--- config.mk ---
export PLATFORM = sky130hd
export DESIGN_NAME = if_mem_responder
export DESIGN_NICKNAME = d
export VERILOG_FILES = /design/src/rtl/if_mem_responder.sv
export SDC_FILE = /design/constraint.sdc
export NUM_CORES = 1
export LEC_CHECK = 0
export ABC_CLOCK_PERIOD_IN_PS = 4250
export BUFFER_PORTS_ARGS = -buffer_cell sky130_fd_sc_hd__buf_2
export CORE_MARGIN = 3
export CORE_UTILIZATION = 46
export DETAILED_ROUTE_END_ITERATION = 16
export PLACE_DENSITY = 0.81
export SLEW_MARGIN = 20
export SYNTH_ARGS = -nofsm -noshare
export SYNTH_HDL_FRONTEND = slang
export SYNTH_SLANG_ARGS = --single-unit
export TNS_END_PERCENT = 20
--- constraint.sdc ---
create_clock -name clk_in -period 4.25 [get_ports clk_in]
set_input_delay 0.85 -clock clk_in [delete_from_list [all_inputs] [get_ports clk_in]]
set_output_delay 0.85 -clock clk_in [all_outputs]
set_load 0.05 [all_outputs]
--- src/rtl/if_mem_responder.sv ---
// Byte-serial fetch responder: turns one 32-bit fetch request into four sequential RAM byte reads.
// Optional word assembly output is enabled with `define IF_MEM_WORD_ASSEMBLE_EN.
module if_mem_responder #(
    parameter int RAM_AW    = 17,
    parameter int BYTES_PER = 4
) (
    input  logic              clk_in,
    input  logic              rst_in,
    input  logic              rdy_in,
    input  logic              flush,
    input  logic              fetch_req,
    input  logic [31:0]       fetch_addr,
    output logic              fetch_busy,
    output logic              fetch_valid,
    output logic [1:0]        fetch_idx,
    output logic [7:0]        fetch_byte,
    output logic [RAM_AW-1:0] ram_addr,
    output logic              ram_rd,
    input  logic [7:0]        ram_din
`ifdef IF_MEM_WORD_ASSEMBLE_EN
    ,
    output logic [31:0]       fetch_word,
    output logic              fetch_word_valid
`endif
);

    typedef enum logic {
        S_IDLE = 1'b0,
        S_READ = 1'b1
    } state_t;

    state_t      r_state;
    logic [31:0] r_base;
    logic [1:0]  r_idx;
    logic [31:0] w_sum;
    logic        w_unused;

    if (BYTES_PER != 4) begin : g_bytes_per_check
        $error("if_mem_responder: BYTES_PER must be 4");
    end

    // Address is formed at full 32-bit width; only the RAM-sized low bits leave the block.
    assign w_sum       = r_base + {30'd0, r_idx};
    assign w_unused    = ^w_sum[31:RAM_AW];
    assign ram_addr    = w_sum[RAM_AW-1:0];
    assign fetch_busy  = (r_state == S_READ);
    assign fetch_valid = (r_state == S_READ) && rdy_in;
    assign ram_rd      = fetch_valid;
    assign fetch_idx   = r_idx;
    assign fetch_byte  = ram_din;

    always_ff @(posedge clk_in or negedge rst_in) begin
        if (!rst_in) begin
            r_state <= S_IDLE;
            r_base  <= '0;
            r_idx   <= '0;
        end else if (rdy_in) begin
            if (flush) begin
                r_state <= S_IDLE;
                r_idx   <= '0;
            end else begin
                case (r_state)
                    S_IDLE: begin
                        if (fetch_req) begin
                            r_base  <= fetch_addr;
                            r_idx   <= '0;
                            r_state <= S_READ;
                        end
                    end
                    S_READ: begin
                        // The last byte doubles as the accept slot so back-to-back fetches have no bubble.
                        if (r_idx == 2'd3) begin
                            r_idx <= '0;
                            if (fetch_req) begin
                                r_base <= fetch_addr;
                            end else begin
                                r_state <= S_IDLE;
                            end
                        end else begin
                            r_idx <= r_idx + 2'd1;
                        end
                    end
                    default: r_state <= S_IDLE;
                endcase
            end
        end
    end

`ifdef IF_MEM_WORD_ASSEMBLE_EN
    logic        r_vld_p1;
    logic [1:0]  r_idx_p1;
    logic        r_word_vld_p2;
    logic [23:0] r_acc_p1;
    logic [31:0] r_word_p2;

    assign fetch_word       = r_word_p2;
    assign fetch_word_valid = r_word_vld_p2;

    // p1: RAM data for the byte issued last cycle; a flushed issue never contributes.
    always_ff @(posedge clk_in or negedge rst_in) begin
        if (!rst_in) begin
            r_vld_p1      <= 1'b0;
            r_idx_p1      <= '0;
            r_word_vld_p2 <= 1'b0;
        end else begin
            r_vld_p1      <= fetch_valid && !flush;
            r_idx_p1      <= r_idx;
            r_word_vld_p2 <= r_vld_p1 && (r_idx_p1 == 2'd3);
        end
    end

    // p2: little-endian word, held until the next complete word.
    always_ff @(posedge clk_in) begin
        if (r_vld_p1) begin
            case (r_idx_p1)
                2'd0:    r_acc_p1[7:0]   <= ram_din;
                2'd1:    r_acc_p1[15:8]  <= ram_din;
                2'd2:    r_acc_p1[23:16] <= ram_din;
                default: r_word_p2       <= {ram_din, r_acc_p1};
            endcase
        end
    end
`endif

endmodule

Word-level counts from Yosys, hierarchy flattened
Cells that the tools add are included.
- word-level logic and storage cells: 24
- input port bits: 45
- bits in registers: 35
- output and inout port bits: 30
- add/sub/neg operators: 2
- reductions and logical operators: 3
- equality and inequality tests: 3
- mux-type cells: 11
- bitwise operators: 2
- operator list (operator ; number):
    32-bit two-way mux ; 2
    32-bit one-hot mux with 2 select lines ; 1
    17-bit by 2-bit adder with 17-bit output ; 1
    2-bit two-way mux ; 3
    2-bit one-hot mux with 2 select lines ; 1
    1-bit two-way mux ; 3
    3-bit inequality test (second input constant) ; 1
    3-bit AND reduction ; 1
    2-bit by 1-bit adder with 2-bit output (second input constant) ; 1
    2-bit equality test (second input constant) ; 1
    2-bit by 1-bit inequality test with 1-bit output (second input constant) ; 1
    1-bit inverter ; 2
    1-bit one-hot mux with 2 select lines ; 1
    2-bit AND reduction ; 1
    1-bit logical AND ; 1

Logic depth before layout (Yosys ltp)
- word-level depth: 4
- gate-level depth with buffers: 6
- gate-level depth less buffers: 6

Worst setup path before layout
OpenSTA, ideal clock, no wires.
- kind: register to output
- start point: reg r_idx[0], in the netlist fetch_idx[0]
- end point: out ram_addr[16]
- arrival time: 2.638 ns
- required time: 3.400 ns
- cell stages (with the launch flop): 7
- slack: 0.762 ns
- buffers on the path: 0
- cells stage by stage: dfrtp_1 > ha_1 > inv_1 > fa_1 > nor3_2 > nand3_1 > xnor2_1
- longest elaborated chain between the ends: 1
- RTL lines (item ; line ; source):
    from (decl) ; 34 ; logic [1:0] r_idx;
    from (signal assigned) ; 80 ; r_idx <= r_idx + 2'd1;
    17-bit by 2-bit adder with 17-bit output ; 43 ; assign w_sum = r_base + {30'd0, r_idx};
    to (decl) ; 17 ; output logic [RAM_AW-1:0] ram_addr,
Every way passes these cells.

Final worst setup path
- start point: reg r_idx[0], in the netlist fetch_idx[0]
- end point: out ram_addr[14]
Same word-level chain as after synthesis.

==> impl_metrics.py <==
metrics = {
    "power_and_ir_drop": {
        "power_frac_comb_pct": 52.6,
        "seqPwrFrac_pct": 34.7,
        "internal_power_w": 0.000442,
        "power.switching_w": 0.000433,
        "p_clk_share_pct": 12.7,
        "switching_share_pct": 49.5,
        "power_leakage_nw": 0.686,
        "power_density_nw_per_um2": 607,
        "vdd_drop_max_v": 0.000375,
    },
    "floorplanning": {
        "initial_core_util_pct": 49.2,
        "core-area_um2": 2520,
        "die_area_um2": 3360,
        "num_io_pins": 75,
        "fp.dieH_um": 57.9,
        "num_rows": 18,
        "die_w_um": 57.9,
    },
    "placement": {
        "gp_congestion": 0.810,
        "numPortBuffers": 43,
        "dp_hpwl_um": 1900,
        "dp_cells": 171,
    },
    "drt": {
        "wl_met2_um": 1290,
        "antenna_left": 0,
        "wl_met1_um": 979,
        "routed.top_layer": "met4",
        "first_pass_iters": 4,
        "wirelength_um": 2450,
        "num_vias": 881,
        "drc": 0,
        "routedWlPerCell_um": 14.0,
        "dr_wl_met3_um": 138,
        "first_iter_violations": 18,
        "vias_per_cell": 5.03,
    },
    "worst_setup_path": {
        "cp.arrival_ns": 2.37,
        "r2r-end": "r_base[5]",
        "rr_worst_depth": 4,
        "cp.required_ns": 3.40,
        "crit_fanout": 5,
        "crit_type": "reg2out",
        "startpoint_type": "register",
        "r2r_setup_slack_ns": 2.23,
        "r2r-start": "fetch_idx[1]",
        "crit_path_end_kind": "output pin",
    },
    "clock_tree": {
        "clkLatencyLatePin_ns": 0.30,
        "ctsHoldBuffers": 0,
        "ctsRootBufferMaster": "clkbuf_4",
        "post_cts_buffers": 0,
        "cts_resized": 0,
        "cts_buffers": 3,
        "cts_tree": "yes",
        "path_clk_slew_ns": 0.12,
        "clockBufferDepth": 2,
        "htree_num_levels": 1,
        "clock_sinks": 20,
    },
    "sta": {
        "finalCriticalPeriod_ns": 3.22,
        "period_share_pct": 75.7,
        "fin_skew_ns": 0.0119,
        "fmax_mhz": 311,
        "timing.setup.tns_ns": 0,
        "worst_pin_slew_ns": 0.987,
        "drv_slew": 0,
        "hold_viol": 0,
        "relSlewSlack_pct": 34.0,
        "setup-violations-final": 0,
        "rsz0062_at_grt": "no",
    },
    "yosys": {
        "ys_seq_area_share_pct": 40.3,
        "synth_commonest_cells": "20 x dfrtp_1, 12 x xnor2_1, 10 x mux2_4, 9 x buf_4, 8 x inv_1",
        "ys_ff_latch": 20,
        "postSynthCellCount": 108,
        "synth_cell_type_count": 28,
        "synth_area_leader_cell": "dfrtp_1",
        "synth_top_cells_by_area": "dfrtp_1 40%, mux2_4 12%, xnor2_1 8.5%, mux2_2 6.4%, buf_4 5.4%",
        "synth_ff_type": "dfrtp_1",
        "syn_area_um2": 1240,
        "synth_edf_count": 0,
        "yosys.cell_count.top_type": "dfrtp_1",
        "yosysWarnings": 0,
        "ys_async_sr_fraction_pct": 100,
        "synth_nets": 157,
        "syn_avg_cell_area_um2": 11.5,
        "synth_top_area_share_pct": 40.3,
    },
    "cells_and_area": {
        "nets": 195,
        "finalNonFillerCells": 175,
        "fin_util_pct": 57.2,
        "n_fill_cell": 237,
        "antenna_cells": 0,
        "layout-drive-gt1-share_pct": 48.3,
        "synthToLayoutAreaGrowth_pct": 16.2,
    },
    "global_routing": {
        "grt_pass1_wl_um": 4090,
        "grt-ovfl-total": 0,
        "grt_antenna_before_repair": 0,
        "grt_start_max_net_pins": 21,
        "grt_pass1_vias": 927,
        "track_usage_pct": 15.9,
    },
    "run": {
        "drv_cap": 0,
    },
    "hold_path": {
        "holdCritPathClass": "in2async",
    },
    "outcome": {
        "status": "completed",
    },
}
[per-stage QoR]
stage          setup WS (ns)  hold WS, ns  cell area [um2]  power, W
3_3_place_gp            1.39        0.497             1410  0.000757
6_report                1.03        0.465             1440  0.000876
4_1_cts                 1.01        0.486             1440  0.000882
5_1_grt                0.865        0.494             1440  0.000924
2_1_floorplan          0.762        0.482             1240  0.000690
3_5_place_dp            1.37        0.499             1410  0.000771
[cell type report]
class / count / area (um2) / share of cell area (%)
Clock buffer: 4 / 36.3 / 2.52
Tap cell: 30 / 37.5 / 2.60
Inverter: 8 / 30.0 / 2.08
Timing Repair Buffer: 43 / 215 / 14.9
Multi-Input combinational cell: 70 / 623 / 43.2
Sequential cell: 20 / 500 / 34.7
[routing by layer]
metal  global-route usage, %  vias up
li1                        -      436
met1                    19.7      411
met2                    26.6       25
met3                    3.79        9
met4                    6.62        0
met5                       0        -
[power groups by stage]
stage | clock [W] | combinational, W | sequential [W]
6_report | 0.000111 | 0.000460 | 0.000304
3_3_place_gp | 0 | 0.000455 | 0.000302
5_1_grt | 0.000125 | 0.000487 | 0.000313
3_5_place_dp | 0 | 0.000463 | 0.000308
2_1_floorplan | 0 | 0.000383 | 0.000307
4_1_cts | 0.000113 | 0.000465 | 0.000304
[cell families (layout without fill, tap and decap cells)]
family | Yosys count | count (layout) | synth area share (%)
xor gates and xnor gates | 15 | 15 | 10.6
AOI/OAI and AO/OA | 7 | 7 | 3.73
muxes | 17 | 17 | 18.4
buffers and inverters | 18 | 55 | 9.48
and+or+nand+nor | 27 | 27 | 12.8
adders and majority gates | 4 | 4 | 4.64
DFF | 20 | 20 | 40.3
[cell usage in the layout (no fill, tap or decap), types with 2 or more instances in the layout]
cell type	n
buf_2	43
dfrtp_1	20
xnor2_1	12
mux2_4	10
inv_1	8
mux2_2	7
nand3_1	6
nor2_1	4
nand2_1	4
nand4_1	3
xor2_1	3
ha_1	3
clkbuf_4	3
nor3_2	2
a21oi_1	2
o22ai_1	2
[worst max-delay path by stage]
stage                        end          from  depth (start not counted)  slack, ns
floorplan           ram_addr[16]  fetch_idx[0]                          6       0.76
global placement    ram_addr[10]  fetch_idx[0]                          7       1.39
detailed placement  ram_addr[14]  fetch_idx[0]                          7       1.37
CTS                 ram_addr[14]  fetch_idx[0]                          7       1.01
global route        ram_addr[14]  fetch_idx[0]                          7       0.87
finish              ram_addr[14]  fetch_idx[0]                          7       1.03
[critical path, cell delays in order (launching register included)]
cell,delay [ns]
dfrtp_1,0.42
ha_1,0.19
inv_1,0.05
fa_1,0.48
nor3_2,0.35
nand3_1,0.15
xnor2_1,0.15
buf_2,0.28
[state kept, by name, summed over array words and instances (netlist names)]
register	flops
r_base	17
fetch_busy	1
fetch_idx	2
Note: power is estimated with default switching activity, not from simulation.
